`config.mk`:
```
export PLATFORM = sky130hd
export DESIGN_NAME = noc_queued_sender_flat
export DESIGN_NICKNAME = d
export VERILOG_FILES = /design/src/rtl/noc_queued_sender_if.sv /design/src/rtl/noc_queued_sender.sv /design/src/flat_wrapper.sv
export SDC_FILE = /design/constraint.sdc
export NUM_CORES = 1
export LEC_CHECK = 0
export BUFFER_PORTS_ARGS = -buffer_cell sky130_fd_sc_hd__buf_2
export CAP_MARGIN = 20
export CORE_MARGIN = 1
export CORE_UTILIZATION = 52
export CTS_CLUSTER_SIZE = 10
export DETAILED_ROUTE_END_ITERATION = 8
export HOLD_SLACK_MARGIN = 0.1
export PLACE_DENSITY = 0.75
export SETUP_SLACK_MARGIN = 0.2
export SLEW_MARGIN = 20
export SYNTH_ARGS = -nofsm -noshare
export SYNTH_HDL_FRONTEND = slang
export SYNTH_SLANG_ARGS = --single-unit
export TNS_END_PERCENT = 5
```
`constraint.sdc`:
```
create_clock -name clk -period 2 [get_ports clk]
set_input_delay 0.2 -clock clk [delete_from_list [all_inputs] [get_ports clk]]
set_output_delay 0.2 -clock clk [all_outputs]
set_load 0.005 [all_outputs]
```
`src/rtl/noc_queued_sender_if.sv`:
```
// rtl/noc_queued_sender_if.sv - NoC flit types, header builder and node_port link interface
`ifndef FLIT_DATA_WIDTH
`define FLIT_DATA_WIDTH 8
`endif

package noc_pkg;
    localparam int FLIT_W    = `FLIT_DATA_WIDTH;
    localparam int ADDR_BITS = 4;

    typedef logic [ADDR_BITS-1:0] addr_t;

    typedef enum logic [1:0] {
        FLIT_HEADER = 2'd0,
        FLIT_DATA   = 2'd1,
        FLIT_TAIL   = 2'd2
    } flit_type_t;

    typedef struct packed {
        flit_type_t           flit_type;
        logic [FLIT_W-1:0]    payload;
    } flit_t;

    // Header payload: destination in the low bits, padding field directly above it.
    function automatic flit_t build_header2(input addr_t dst, input logic [FLIT_W-1:0] padding);
        flit_t f;
        f.flit_type = FLIT_HEADER;
        f.payload   = (padding << ADDR_BITS) | FLIT_W'(dst);
        return f;
    endfunction
endpackage

interface node_port;
    logic           enable;
    noc_pkg::flit_t flit;
    logic           ack;
    logic           rej;

    modport up   (output enable, output flit, input ack, input rej);
    modport down (input enable, input flit, output ack, output rej);
endinterface

```
`src/rtl/noc_queued_sender.sv`:
```
// rtl/noc_queued_sender.sv - FIFO-buffered NoC packet source; NOC_SENDER_RETRY_EN enables reject retry/backoff
module noc_queued_sender
    import noc_pkg::*;
#(
    parameter int PACKET_BITS    = 16,
    parameter int PADDING_BITS   = 0,
    parameter int DEPTH          = 4,
    parameter int MAX_RETRIES    = 3,
    parameter int BACKOFF_CYCLES = 8
) (
    input  logic                                            clk,
    input  logic                                            rst,
    input  logic                                            in_valid,
    output logic                                            in_ready,
    input  addr_t                                           dst_addr,
    input  logic [((PADDING_BITS > 0) ? PADDING_BITS : 1)-1:0] padding,
    input  logic [PACKET_BITS-1:0]                          packet,
    output logic [$clog2(DEPTH+1)-1:0]                      level,
    output logic                                            sent,
    output logic                                            dropped,
    node_port.up                                            up
);
    localparam int FW        = FLIT_W;
    localparam int N_FLITS   = (PACKET_BITS + FW - 1) / FW;
    localparam int CNT_W     = (N_FLITS > 1) ? $clog2(N_FLITS) : 1;
    localparam int PTR_W     = $clog2(DEPTH);
    localparam int LVL_W     = $clog2(DEPTH + 1);
    localparam int PAD_W     = (PADDING_BITS > 0) ? PADDING_BITS : 1;
    localparam int PAYLOAD_W = N_FLITS * FW;
    localparam logic [CNT_W-1:0] LAST_CNT = CNT_W'(N_FLITS - 1);

    if (DEPTH < 2 || (DEPTH & (DEPTH - 1)) != 0) begin : g_bad_depth
        $error("DEPTH must be a power of two >= 2");
    end
    if (BACKOFF_CYCLES < 1 || MAX_RETRIES < 0) begin : g_bad_retry
        $error("BACKOFF_CYCLES must be >= 1 and MAX_RETRIES >= 0");
    end

    typedef struct packed {
        addr_t                  dst;
        logic [PAD_W-1:0]       pad;
        logic [PACKET_BITS-1:0] payload;
    } entry_t;

    entry_t             mem [DEPTH];
    entry_t             new_entry;
    entry_t             head;
    logic [PTR_W-1:0]   wr_ptr;
    logic [PTR_W-1:0]   rd_ptr;
    logic               push;
    logic               pop;
    logic               full;
    logic               empty;

    assign new_entry = '{dst: dst_addr, pad: padding, payload: packet};
    assign full      = (level == LVL_W'(DEPTH));
    assign empty     = (level == '0);
    assign in_ready  = !full;
    assign push      = in_valid && in_ready;
    assign head      = mem[rd_ptr];

    always_ff @(posedge clk) begin
        if (push) begin
            mem[wr_ptr] <= new_entry;
        end
    end

    always_ff @(posedge clk or posedge rst) begin
        if (rst) begin
            wr_ptr <= '0;
            rd_ptr <= '0;
            level  <= '0;
        end else begin
            if (push) begin
                wr_ptr <= wr_ptr + PTR_W'(1);
            end
            if (pop) begin
                rd_ptr <= rd_ptr + PTR_W'(1);
            end
            if (push && !pop) begin
                level <= level + LVL_W'(1);
            end else if (!push && pop) begin
                level <= level - LVL_W'(1);
            end
        end
    end

    logic [PAYLOAD_W-1:0] padded_payload;
    logic [FW-1:0]        pad_ext;
    flit_t                header_flit;

    assign padded_payload = PAYLOAD_W'(head.payload);
    assign pad_ext        = (PADDING_BITS > 0) ? FW'(head.pad) : '0;
    assign header_flit    = build_header2(head.dst, pad_ext);

`ifdef NOC_SENDER_RETRY_EN
    typedef enum logic [1:0] {S_IDLE, S_ESTABLISHING, S_SENDING, S_BACKOFF} state_t;

    localparam int RETRY_W = (MAX_RETRIES > 0) ? $clog2(MAX_RETRIES + 1) : 1;
    localparam int BO_W    = (BACKOFF_CYCLES > 1) ? $clog2(BACKOFF_CYCLES) : 1;
    localparam logic [RETRY_W-1:0] RETRY_MAX = RETRY_W'(MAX_RETRIES);
    localparam logic [BO_W-1:0]    BO_LAST   = BO_W'(BACKOFF_CYCLES - 1);

    logic [RETRY_W-1:0] retry_cnt;
    logic [RETRY_W-1:0] retry_cnt_nx;
    logic [BO_W-1:0]    bo_cnt;
    logic [BO_W-1:0]    bo_cnt_nx;
`else
    typedef enum logic [1:0] {S_IDLE, S_ESTABLISHING, S_SENDING} state_t;
`endif

    state_t           state;
    state_t           state_nx;
    logic [CNT_W-1:0] cnt;
    logic [CNT_W-1:0] cnt_nx;

    always_ff @(posedge clk or posedge rst) begin
        if (rst) begin
            state     <= S_IDLE;
            cnt       <= '0;
`ifdef NOC_SENDER_RETRY_EN
            retry_cnt <= '0;
            bo_cnt    <= '0;
`endif
        end else begin
            state     <= state_nx;
            cnt       <= cnt_nx;
`ifdef NOC_SENDER_RETRY_EN
            retry_cnt <= retry_cnt_nx;
            bo_cnt    <= bo_cnt_nx;
`endif
        end
    end

    always_comb begin
        state_nx     = state;
        cnt_nx       = cnt;
        pop          = 1'b0;
        sent         = 1'b0;
        dropped      = 1'b0;
        up.enable    = 1'b0;
        up.flit      = '0;
`ifdef NOC_SENDER_RETRY_EN
        retry_cnt_nx = retry_cnt;
        bo_cnt_nx    = bo_cnt;
`endif
        case (state)
            S_IDLE: begin
                if (!empty) begin
                    up.enable = 1'b1;
                    up.flit   = header_flit;
                    state_nx  = up.ack ? S_SENDING : S_ESTABLISHING;
                end
            end
            S_ESTABLISHING: begin
                up.enable = 1'b1;
                up.flit   = header_flit;
                if (up.ack) begin
                    state_nx = S_SENDING;
                end else if (up.rej) begin
`ifdef NOC_SENDER_RETRY_EN
                    if (retry_cnt < RETRY_MAX) begin
                        retry_cnt_nx = retry_cnt + RETRY_W'(1);
                        bo_cnt_nx    = '0;
                        state_nx     = S_BACKOFF;
                    end else begin
                        pop          = 1'b1;
                        dropped      = 1'b1;
                        retry_cnt_nx = '0;
                        state_nx     = S_IDLE;
                    end
`else
                    pop      = 1'b1;
                    dropped  = 1'b1;
                    state_nx = S_IDLE;
`endif
                end
            end
            S_SENDING: begin
                // Link stalls simply hold cnt; rej is meaningless once the path is open.
                up.enable         = 1'b1;
                up.flit.flit_type = (cnt == LAST_CNT) ? FLIT_TAIL : FLIT_DATA;
                up.flit.payload   = padded_payload[int'(cnt)*FW +: FW];
                if (up.ack) begin
                    if (cnt == LAST_CNT) begin
                        pop          = 1'b1;
                        sent         = 1'b1;
                        cnt_nx       = '0;
`ifdef NOC_SENDER_RETRY_EN
                        retry_cnt_nx = '0;
`endif
                        state_nx     = S_IDLE;
                    end else begin
                        cnt_nx = cnt + CNT_W'(1);
                    end
                end
            end
`ifdef NOC_SENDER_RETRY_EN
            S_BACKOFF: begin
                if (bo_cnt == BO_LAST) begin
                    state_nx = S_IDLE;
                end else begin
                    bo_cnt_nx = bo_cnt + BO_W'(1);
                end
            end
`endif
            default: state_nx = S_IDLE;
        endcase
    end
endmodule
```
`src/flat_wrapper.sv`:
```
// flat-port wrapper written by rule: the top's interface ports become plain ports
module noc_queued_sender_flat import noc_pkg::*;
#(
    parameter int PACKET_BITS    = 16,
    parameter int PADDING_BITS   = 0,
    parameter int DEPTH          = 4,
    parameter int MAX_RETRIES    = 3,
    parameter int BACKOFF_CYCLES = 8
)
  (clk, rst, in_valid, in_ready, dst_addr, padding, packet, level, sent, dropped, up_enable, up_flit, up_ack, up_rej);
  node_port up_i ();
  input  logic clk;
  input  logic rst;
  input  logic in_valid;
  output logic in_ready;
  input  addr_t dst_addr;
  input  logic [((PADDING_BITS > 0) ? PADDING_BITS : 1)-1:0] padding;
  input  logic [PACKET_BITS-1:0] packet;
  output logic [$clog2(DEPTH+1)-1:0] level;
  output logic sent;
  output logic dropped;
  output wire logic [$bits(up_i.enable)-1:0] up_enable;
  output wire logic [$bits(up_i.flit)-1:0] up_flit;
  input wire logic [$bits(up_i.ack)-1:0] up_ack;
  input wire logic [$bits(up_i.rej)-1:0] up_rej;
  assign up_enable = up_i.enable;
  assign up_flit = up_i.flit;
  assign up_i.ack = up_ack;
  assign up_i.rej = up_rej;
  noc_queued_sender #(.PACKET_BITS(PACKET_BITS), .PADDING_BITS(PADDING_BITS), .DEPTH(DEPTH), .MAX_RETRIES(MAX_RETRIES), .BACKOFF_CYCLES(BACKOFF_CYCLES)) u_core (.clk(clk), .rst(rst), .in_valid(in_valid), .in_ready(in_ready), .dst_addr(dst_addr), .padding(padding), .packet(packet), .level(level), .sent(sent), .dropped(dropped), .up(up_i));
endmodule
```
# == Yosys cells after proc, flatten, opt, wreduce, memory -nomap -nowiden ==
# Memory sizes are Yosys's and may differ from the RTL's.
# Index checks and enable logic that the tools add are counted.
# W data, S select, Z words.
# word_totals
register_bits,10
mem_bits_rw,84
inputBits,26
word_cells,55
memories,1
# op_classes
n_addsub,5
n_eq_ne,7
shifts,1
muxes,24
reduce_logical,12
# memory_table
memory,words,width,rd,rd_clocked_by_memory_dff,wr,line,rtl
u_core.mem,4,21,1,0,1,noc_queued_sender.sv:45,entry_t mem [DEPTH];
# ops
cell,count
$pmux W10 S3,1
$shiftx A16 B5 Y8,1
$mux W2,7
$mux W1,10
$mux W3,2
$pmux W2 S3,1
$add A2 B1 Y2 const B,2
$mux W4,1
$ne A2 B2 Y1 const B,2
$pmux W1 S2,2
$reduce_and A4 Y1,1
$add A3 B1 Y3 const B,1
$eq A3 B3 Y1 const B,1
$logic_and A1 B1 Y1,3
$logic_not A1 Y1,3
$logic_not A3 Y1,1
$ne A3 B3 Y1 const B,1
$sub A3 B1 Y3 const B,1
$eq A2 B1 Y1 const B,1
$eq A2 B2 Y1 const B,1
$logic_not A2 Y1,1
$ne A2 B1 Y1 const B,1
$reduce_and A2 Y1,1
$reduce_bool A2 Y1,1
other kinds (2),2

# == Longest topological paths before layout ==
# Gate-level depths: netlist of the first run.
# logic_depth
depth_word,7
depth_mapped,10
ltp_nobuf,10

# == Least setup slack after synthesis of the first run ==
# No wires, ideal clock.
# synth_path
path_kind,register -> register
startpoint,reg u_core.state[0]
endpoint,reg u_core.level[2]
t_arrival_ns,2.111
required_time_ns,1.921
path_slack_ns,-0.190
stages_incl_launch_ff,11
n_path_buf,0
synth_period_minus_slack_ns,2.190
cell_sequence,dfrtp_1 > inv_1 > ha_1 > and3_1 > o21ai_1 > ha_1 > inv_1 > fa_1 > xor2_1 > nor2_1 > xor2_1
# synth_via
elab_chain_cells,5
word_cells_on_any_way,8
# synth_rtl
item,line,rtl
"start, declared",noc_queued_sender.sv:112,state_t state;
"start signal, assigned",noc_queued_sender.sv:126,state <= state_nx;
$eq A2 B2 Y1 / $eq A2 B1 Y1 (equally long branches),noc_queued_sender.sv:147,case (state)
$pmux W1 S2 *,noc_queued_sender.sv:147,
$logic_not A1 Y1,noc_queued_sender.sv:80,if (push && !pop) begin
$logic_and A1 B1 Y1,noc_queued_sender.sv:80,
$mux W3 / $reduce_bool A2 Y1 (equally long branches),-,
"end signal, assigned",noc_queued_sender.sv:81,level <= level + LVL_W'(1);
"end signal, assigned",noc_queued_sender.sv:83,level <= level - LVL_W'(1);
"end, declared",noc_queued_sender.sv:18,"output logic [$clog2(DEPTH+1)-1:0] level,"
# Every way passes the cells marked *; elsewhere a longest branch is shown, timed or not.
# A chain may end at the register's enable or synchronous reset.

# == Worst setup path in the final report of the first run ==
# Ends and elaborated chain as after synthesis.

==> results of run 1 <==
## stage by stage
stage,std cells,area [um2]
after CTS,406,4843
after floorplan,213,3807
after detailed placement,361,4238
after global routing,407,4853
final,407,4853
after global placement,361,4238
## cell families after synthesis
family                   count (synthesis)  share of synthesized area, %
adder cells (fa/ha/maj)                 11                         3.850
XOR/XNOR                                 7                         1.626
multiplexers                            29                         13.04
buffers and inverters                   20                         2.754
flip-flops                              90                         70.36
AO/OA/AOI/OAI                           19                         3.452
AND/OR/NAND/NOR                         37                         4.912
## worst paths after layout
check / from / endpoint / slack (ns) / cells after the start
max in group asynchronous: rst / u_core.rd_ptr[0] / 1.32 / 3
min in group asynchronous: rst / u_core.level[2] / 0.38 / 3
hold reg to reg: u_core.level[2] / u_core.level[2] / 0.58 / 1
setup / recovery: u_core.state[0] / u_core.level[2] / -0.06 / 10
hold / removal: in_valid / u_core.wr_ptr[1] / 0.16 / 3
setup reg to reg: u_core.state[0] / u_core.level[2] / -0.06 / 10
## synth_stat cells
master	count	share of area [%]
and3b_1	1	0.23
buf_4	3	0.60
mux2i_1	12	3.2
nor2b_1	2	0.33
a211o_1	1	0.23
xnor2_1	4	0.93
nor3b_1	1	0.20
nor3_2	1	0.27
edfxtp_1	80	64
xor2_1	3	0.70
buf_2	2	0.27
o22ai_1	2	0.33
fa_1	1	0.53
and3_1	6	1.0
nand3_1	3	0.40
clkinv_1	1	0.099
ha_1	10	3.3
dfrtp_1	10	6.6
nand2b_1	1	0.17
o21bai_1	1	0.20
nor2_1	15	1.5
inv_1	12	1.2
nand2_1	5	0.50
o2bb2ai_1	1	0.23
a22oi_1	3	0.60
a21oi_1	2	0.27
mux2_2	1	0.30
and2_1	2	0.33
o211ai_2	2	0.66
o21ai_1	4	0.53
mux4_2	16	9.6
buf_6	2	0.60
o21ai_0	3	0.40
## final cells by class
type | instances | area share, %
timing repair buffer | 90 | 14.67
clock inverter | 4 | 1.083
multi-input combinational | 103 | 23.38
tap | 96 | 2.475
sequential | 90 | 54.68
inverter | 13 | 1.005
clock buffer | 11 | 2.707
## registers in the layout, indices dropped and copies added (netlist names)
signal / count
u_core.level: 3
u_core.rd_ptr: 2
u_core.state: 2
u_core.mem: 80
u_core.cnt: 1
u_core.wr_ptr: 2
## what timing repair did
action,4_1_cts,5_1_grt
buffers inserted,7,1
resized for setup,24,1
pin swaps,7,4
setup endpoints to repair,13,13
gates cloned,2,0
hold buffers,21,0
hold endpoints to repair,90,0
## critical path: stages, from the launching register on
cell	delay (ns)
dfrtp_1	0.42
inv_2	0.07
ha_2	0.19
and3_4	0.18
o21ai_4	0.17
ha_4	0.15
inv_2	0.04
fa_2	0.34
xor2_1	0.14
nor2_1	0.12
xor2_1	0.16
## power by group
group          internal [mW]  switching (mW)
combinational           1.50            1.39
clock                  0.576           0.600
sequential              2.51           0.178
## metal layers
layer	share of wire, %	wire length [um]	global-route usage, %
met5	0	0	0
met4	2.0	153	9.091
met3	5.5	409	7.583
met2	51	3821	36.22
met1	41	3092	25.62
==> results.md, run 1 <==
- Largest net degree at the start of global routing: 21
- Die W: 87.15 um
- Root buffer cell: clkbuf_8
- Die Area: 7594 um2
- Post-route minimum period: 2.056 ns
- FMAX: 486.5 MHz
- Pleak: 1.847 nW
- Setup_tns: -0.1344 ns
- Worst Hold Slack: 0.1600 ns
- Vias per cell: 5.351
- Total power: 6.754 mW
- Final Slew Violations: 0
- Arrival time worst endpoint: 2.33 ns
- Drt initial violations: 136
- Tot GR Track Use: 21.64%
- Die Y-Extent: 87.15 um
- DRC violations left: 0
- Failing checks: negative setup slack
- Clock buffer depth: 2
- CP Data Required Time: 2.28 ns
- Status: complete, but fails checks
- Setup crit start kind: register
- Fill cells: 457
- Share of layout cells above drive strength 1: 40.84%
- DR WL/cell: 18.37 um
- Critical path capture point type: register
- Final ANT Viol Nets: 0
- Area taken by multi-input logic gates: 1135 um2
- Final nets: 344
- FF+latch area: 2654 um2
- CP Max Fanout: 4
- Starting Density: 54.58%
- GRT overflow: 0
- CTS sink count: 90
- Final clock skew: 0.006563 ns
- Syn Std Cell Area: 3770 um2
- H-tree lvl count: 3
- End-of-flow core utilization: 70.27%
- IO Count: 43
- Synth warn: 0
- Seq cells post-synth: 90
- Port-buffer cells: 41
- Max Cap Violations: 0
- Pwr dens: 1392 nW/um2
- Rel. slew slack: 74.27%
- Mapped Cells: 213
- ANT cells: 0
- RSZ-0062 raised after global routing: true
- Final setup viols: 5
- Syn Area/Cell: 17.70 um2
- Hold Path Class: in2reg
- Clock latency on the worst-skew pair: 0.35 ns
- Sequential-to-total area share from yosys stat: 70.36%
- CTS tree: done
- Layout area overhead: 28.74%
- DP Worst Slack: -0.05891 ns
- Commonest non-fill, non-tap cell in the layout: edfxtp_1
- Placer Congestion: 0.8109
- Yosys cell types: 33
- Drt first pass iters: 4
- Core area: 6907 um2
- Vias in the first global route: 2,243
- VDD IR max: 0.7314 mV
- Initial antenna violation count: 0
- Post-Syn Nets: 250
- Drt total wl: 7.477 mm
- Row Count: 30
- Total CTS buffers: 9
- Final HPWL DP: 4.137 mm
- Endpoints failing hold: 0
- Total number of vias: 2,178
- Worst-path clk slew: 0.08 ns
- WS Path Type: reg2reg
- First-pass GRT wire length: 11.34 mm
- Setup ws final: -0.05563 ns
- Tightest Pin Transition: 0.3856 ns
- Commonest non-fill, non-tap cells in the layout: 80 x edfxtp_1, 41 x buf_2, 22 x buf_4, 21 x dlygate4sd3_1, 16 x mux4_2
- Final worst path period share: 102.8%
Note: power is estimated with default switching activity, not from simulation.
==> run 2: changes to the inputs <==
- GPL_TIMING_DRIVEN: default -> 0
==> run 2 against run 1 <==
Net effect: the flow still finishes with violations (negative setup slack); sequential power hardly changed; utilization is 3.2 points lower; sequential share of layout area is 2.7 points higher; first-iteration DRC count is 49% lower; via count is 4.5% lower; wire length is 7.8% lower; worst setup slack worse by 0.0023 ns; cell area is 4.6% lower; worst hold slack worse by 0.016 ns; critical path depth is 5 lower; final cell count is 3.2% lower; critical endpoint is now up_flit[0]; largest cell class unchanged.
==> results.md, run 2 (same netlist as run 1, synthesis figures left out) <==
- Max Cap Violations: 0
- Commonest non-fill, non-tap cells in the layout: 80 x edfxtp_1, 43 x buf_2, 21 x dlygate4sd3_1, 16 x mux4_2, 15 x nor2_1
- DR WL/cell: 17.51 um
- Largest register FFs: 80
- Final setup viols: 5
- Hold Path Class: in2reg
- GRT overflow: 0
- Drt initial violations: 70
- Setup_tns: -0.1909 ns
- Biggest regs: u_core.mem: 80 flops, u_core.level: 3 flops
- Commonest non-fill, non-tap cell in the layout: edfxtp_1
- End-of-flow core utilization: 67.07%
- Placer Congestion: 0.7581
- Finished Layout Cells: 394
- Post-route minimum period: 2.058 ns
- Root buffer cell: clkbuf_8
- Tightest Pin Transition: 0.5622 ns
- RSZ-0062 raised after global routing: true
- FMAX: 485.9 MHz
- Critical path capture point type: output port
- VDD IR max: 0.6925 mV
- Setup crit start kind: register
- IO Count: 43
- Total CTS buffers: 9
- Vias per cell: 5.277
- Layout area overhead: 22.87%
- Endpoints failing hold: 0
- Final worst path period share: 102.9%
- Die W: 87.15 um
- Pwr dens: 1323 nW/um2
- Clock buffer depth: 2
- CP Max Fanout: 10
- Final Slew Violations: 0
- Initial antenna violation count: 0
- Pleak: 1.727 nW
- Reg with most FFs: u_core.mem
- Starting Density: 54.58%
- Final clock skew: 0.009256 ns
- Drt first pass iters: 4
- Core area: 6907 um2
- Final ANT Viol Nets: 0
- ANT cells: 0
- Largest net degree at the start of global routing: 21
- Vias in the first global route: 2,216
- DRC violations left: 0
- Tot GR Track Use: 20.52%
- WS Path Type: reg2out
- DP Cell Count: 350
- Die Y-Extent: 87.15 um
- Failing checks: negative setup slack
- Setup ws final: -0.05796 ns
- Total number of vias: 2,079
- Port-buffer cells: 41
- Clock latency on the worst-skew pair: 0.35 ns
- Status: complete, but fails checks
- Die Area: 7594 um2
- Drt total wl: 6.897 mm
- Reg-to-reg slack, setup: -0.05 ns
- CP Data Required Time: 1.80 ns
- First-pass GRT wire length: 11.00 mm
- Final HPWL DP: 4.375 mm
- Rel. slew slack: 62.52%
- Share of layout cells above drive strength 1: 37.92%
- Arrival time worst endpoint: 1.86 ns
- H-tree lvl count: 3
- Final nets: 331
- CTS sink count: 90
- Row Count: 30
- CTS tree: done
- Worst-path clk slew: 0.08 ns
[run 2: cell types whose count changed in the layout (fill, tap and decap cells not counted), sizes merged]
| cell | before | now |
|---|---|---|
| buf | 68 | 56 |
| bufbuf | 1 | 0 |
| bufinv | 1 | 0 |
| clkinv | 3 | 4 |
| clkinvlp | 0 | 1 |
| inv | 13 | 12 |
[run 2: through the flow]
| step | hold slack [ns] | cell area (um2) | setup WS, ns | total power [mW] |
|---|---|---|---|---|
| after floorplan | 0.04018 | 3807 | -0.01692 | 4.244 |
| after global placement | 0.1928 | 4133 | -0.1274 | 4.882 |
| after detailed placement | 0.1975 | 4133 | -0.1679 | 4.947 |
| after CTS | 0.1383 | 4622 | -0.06513 | 6.160 |
| after global routing | 0.1580 | 4632 | -0.1451 | 6.513 |
| final | 0.1435 | 4632 | -0.05796 | 6.129 |
[run 2: metal layers]
metal  GRT usage (%)  routed length (um)  vias to the layer above
met5               0                   0                        -
met4           5.365                  61                        0
met3           5.592                 287                        9
met2           36.51                3593                       54
met1           24.85                2955                     1041
li1                -                   -                      975
[run 2: worst max-delay path: stages (launching register included)]
cell	delay, ns
dfrtp_1	0.42
buf_12	0.18
mux4_2	0.53
o211ai_2	0.14
o21ai_1	0.09
buf_2	0.14
[run 2: worst paths after layout]
path,startpoint,to,depth (start not counted)
setup / recovery,u_core.rd_ptr[0],up_flit[0],5
hold / removal,in_valid,u_core.wr_ptr[1],3
setup reg to reg,u_core.state[1],u_core.level[2],10
hold reg to reg,u_core.level[0],u_core.level[0],1
max in group asynchronous,rst,u_core.state[1],3
min in group asynchronous,rst,u_core.level[2],3
[run 2: final cells by class]
type,count,area [um2]
Buffer,7,67.56
Fill cell,507,2275
Multi-Input combinational cell,103,1101
Sequential cell,90,2658
Tap cell,96,120.1
Clock inverter,4,30.03
Timing Repair Buffer,70,475.5
Inverter,13,48.80
Clock buffer,11,131.4
[run 2: where the power goes]
part           internal (mW)  leakage [nW]  switching [mW]  total, mW
Clock                  0.447        0.0794           0.581       1.03
Combinational           1.16         0.799            1.25       2.41
Sequential              2.51         0.849           0.182       2.69
[run 2: what timing repair did]
item / 4_1_cts / 5_1_grt
setup endpoints to repair: 93 / 13
hold endpoints to repair: 90 / 0
hold buffers: 21 / 0
pin swaps: 5 / 0
setup buffers: 8 / 0
resized for setup: 17 / 5
==> run 3: changes to the inputs <==
- CORE_UTILIZATION: 52 -> 55
- PLACE_DENSITY: 0.75 -> 0.76
- SKIP_CTS_REPAIR_TIMING: default -> 1
- clock period: 2 -> 2.4 ns (I/O delays scaled with it)
==> run 3 against run 2 <==
Net effect: global-route usage grew 0.32 points; highest routed layer unchanged; clock power decreased by 4%; clock-buffer cell count is the same; critical endpoint is now u_core.level[2]; critical path type is now reg2reg; the flow finishes with violations (design-rule violations); sequential share of layout area up 2.1 points; worst hold slack worse by 0.033 ns; utilization is 1.6 points higher; cell area down 3.7%.
==> results.md, run 3 (same netlist as run 1, synthesis figures left out) <==
- Total CTS buffers: 9
- Arrival time worst endpoint: 2.47 ns
- Layout area overhead: 18.35%
- Final setup viols: 0
- Commonest non-fill, non-tap cells in the layout: 80 x edfxtp_1, 43 x buf_2, 16 x mux4_2, 15 x nor2_1, 14 x dlygate4sd3_1
- WS Path Type: reg2reg
- RSZ-0062 raised after global routing: true
- Worst R2R Start: u_core.state[1]
- First-pass GRT wire length: 10.57 mm
- Rel. slew slack: 28.50%
- Die Y-Extent: 84.79 um
- Most used routing layer: met2
- GRT overflow: 0
- FMAX: 457.6 MHz
- GR Util met2: 33.78%
- Finished Layout Cells: 365
- Endpoints failing hold: 0
- Critical path buffers and inverters: 2
- Die W: 84.79 um
- Slowest cell delay on critical path: 0.45 ns
- Die Area: 7189 um2
- Met3 Resource Use GR: 5.015%
- Hold Path Class: in2reg
- Hold path depth: 1
- Starting Density: 58.04%
- Biggest regs: u_core.mem: 80 flops, u_core.level: 3 flops
- DP Cell Count: 331
- Worst r2r path cells: 10
- Post-route minimum period: 2.185 ns
- Status: complete, but fails checks
- CP Max Fanout: 5
- Drt initial violations: 149
- Failing checks: design-rule violations
- Share of layout cells above drive strength 1: 34.72%
- Initial antenna violation count: 0
- Pleak: 1.680 nW
- Combinational group share of total power: 36.8%
- Final ANT Viol Nets: 0
- Design internal power: 3.439 mW
- Port-buffer cells: 41
- Sequential power share: 43.8%
- Crit-path leading delay family: adder cells
- Worst-path clk slew: 0.08 ns
- Final nets: 320
- Row Count: 29
- Core area: 6495 um2
- DRC violations left: 3
- Largest net degree at the start of global routing: 21
- Commonest non-fill, non-tap cell in the layout: edfxtp_1
- DR WL/cell: 19.13 um
- Tightest Pin Transition: 1.072 ns
- Fill cells: 430
- Clk pwr share: 19.3%
- Switching Share: 32.50%
- Final clock skew: 0.005404 ns
- Max Cap Violations: 0
- Final Slew Violations: 0
- Placer Congestion: 0.8822
- Tot GR Track Use: 20.84%
- NetSw: 1.656 mW
- Clock buffer depth: 2
- Reg with most FFs: u_core.mem
- Slowest cell on crit path: dfrtp_1
- Final worst path period share: 91.05%
- End-of-flow core utilization: 68.70%
- Critical path capture point type: register
- Pwr dens: 1142 nW/um2
- Largest register FFs: 80
- Worst-path cell chain: inv_2, ha_2, and3b_2, o21ai_2, ha_2, inv_2, fa_2, xor2_1, nor2_1, xor2_1
- Worst hold start: packet[11]
- Drt first pass iters: 9
- Drt total wl: 6.981 mm
- Total number of vias: 2,040
- Met1 GRT Util: 27.59%
- Vias in the first global route: 1,989
- Reg-to-reg slack, setup: 0.21 ns
- Total power: 5.095 mW
- Hold endpoint: u_core.mem[3][11]
- Setup crit start kind: register
- VDD IR max: 0.5971 mV
- CTS tree: done
- Worst R2R End: u_core.level[2]
- Root buffer cell: clkbuf_8
- ANT cells: 0
- CP Data Required Time: 2.68 ns
- Vias per cell: 5.589
- CTS sink count: 90
- H-tree lvl count: 3
- Clock latency on the worst-skew pair: 0.35 ns
- IO Count: 43
- Final HPWL DP: 4.156 mm
==> run 3: changes by cell type in the layout (fill, tap and decap cells not counted), moves of 2 or more <==
cell / previous run / this run
ha_2: 1 / 3
dlygate4sd3_1: 21 / 14
dfrtp_1: 6 / 9
and3_1: 1 / 4
buf_4: 10 / 7
dfrtp_2: 4 / 1
and3_2: 4 / 2
ha_4: 3 / 0
==> run 3: layout make-up <==
class / count / area (um2) / share of cell area, %
well taps: 77 / 96.34 / 2.159
flip-flops and latches: 90 / 2654 / 59.48
clock buffers: 11 / 131.4 / 2.944
plain buffers: 7 / 55.05 / 1.234
multi-input cells: 103 / 1046 / 23.44
repair buffers: 59 / 375.4 / 8.413
inverters: 13 / 48.80 / 1.094
clock inverters: 5 / 55.05 / 1.234
==> run 3: worst max path at each step <==
stage,slack (ns),to,startpoint,cells after the start
2_1_floorplan,0.21,u_core.level[2],u_core.state[0],10
3_3_place_gp,-0.03,u_core.level[2],u_core.state[0],10
3_5_place_dp,-0.06,u_core.level[2],u_core.state[0],10
4_1_cts,-0.08,u_core.level[2],u_core.state[0],10
5_1_grt,0.11,up_flit[2],u_core.state[0],6
6_report,0.21,u_core.level[2],u_core.state[1],10
==> run 3: routing by layer <==
layer | up-vias | share of wire (%)
li1 | 953 | -
met1 | 1024 | 42
met2 | 51 | 52
met3 | 12 | 3.5
met4 | 0 | 1.7
met5 | - | 0
==> run 3: power groups by stage <==
stage               registers (mW)  clock network, mW  logic, mW
detailed placement            2.27                  0       1.80
finish                        2.23              0.985       1.88
floorplan                     2.22                  0       1.27
CTS                           2.24              0.997       1.81
global route                  2.27               1.06       2.06
global placement              2.25                  0       1.78
==> run 3: per-stage QoR <==
stage | hold WS, ns | worst slack [ns] | cell area (um2) | setup TNS [ns]
2_1_floorplan | 0.08018 | 0.2096 | 3770 | 0
3_3_place_gp | 0.2347 | -0.02773 | 4071 | -0.02773
3_5_place_dp | 0.2372 | -0.06032 | 4073 | -0.06032
4_1_cts | -0.1449 | -0.08230 | 4259 | -0.08230
5_1_grt | 0.1025 | 0.1134 | 4462 | 0
6_report | 0.1108 | 0.2147 | 4462 | 0
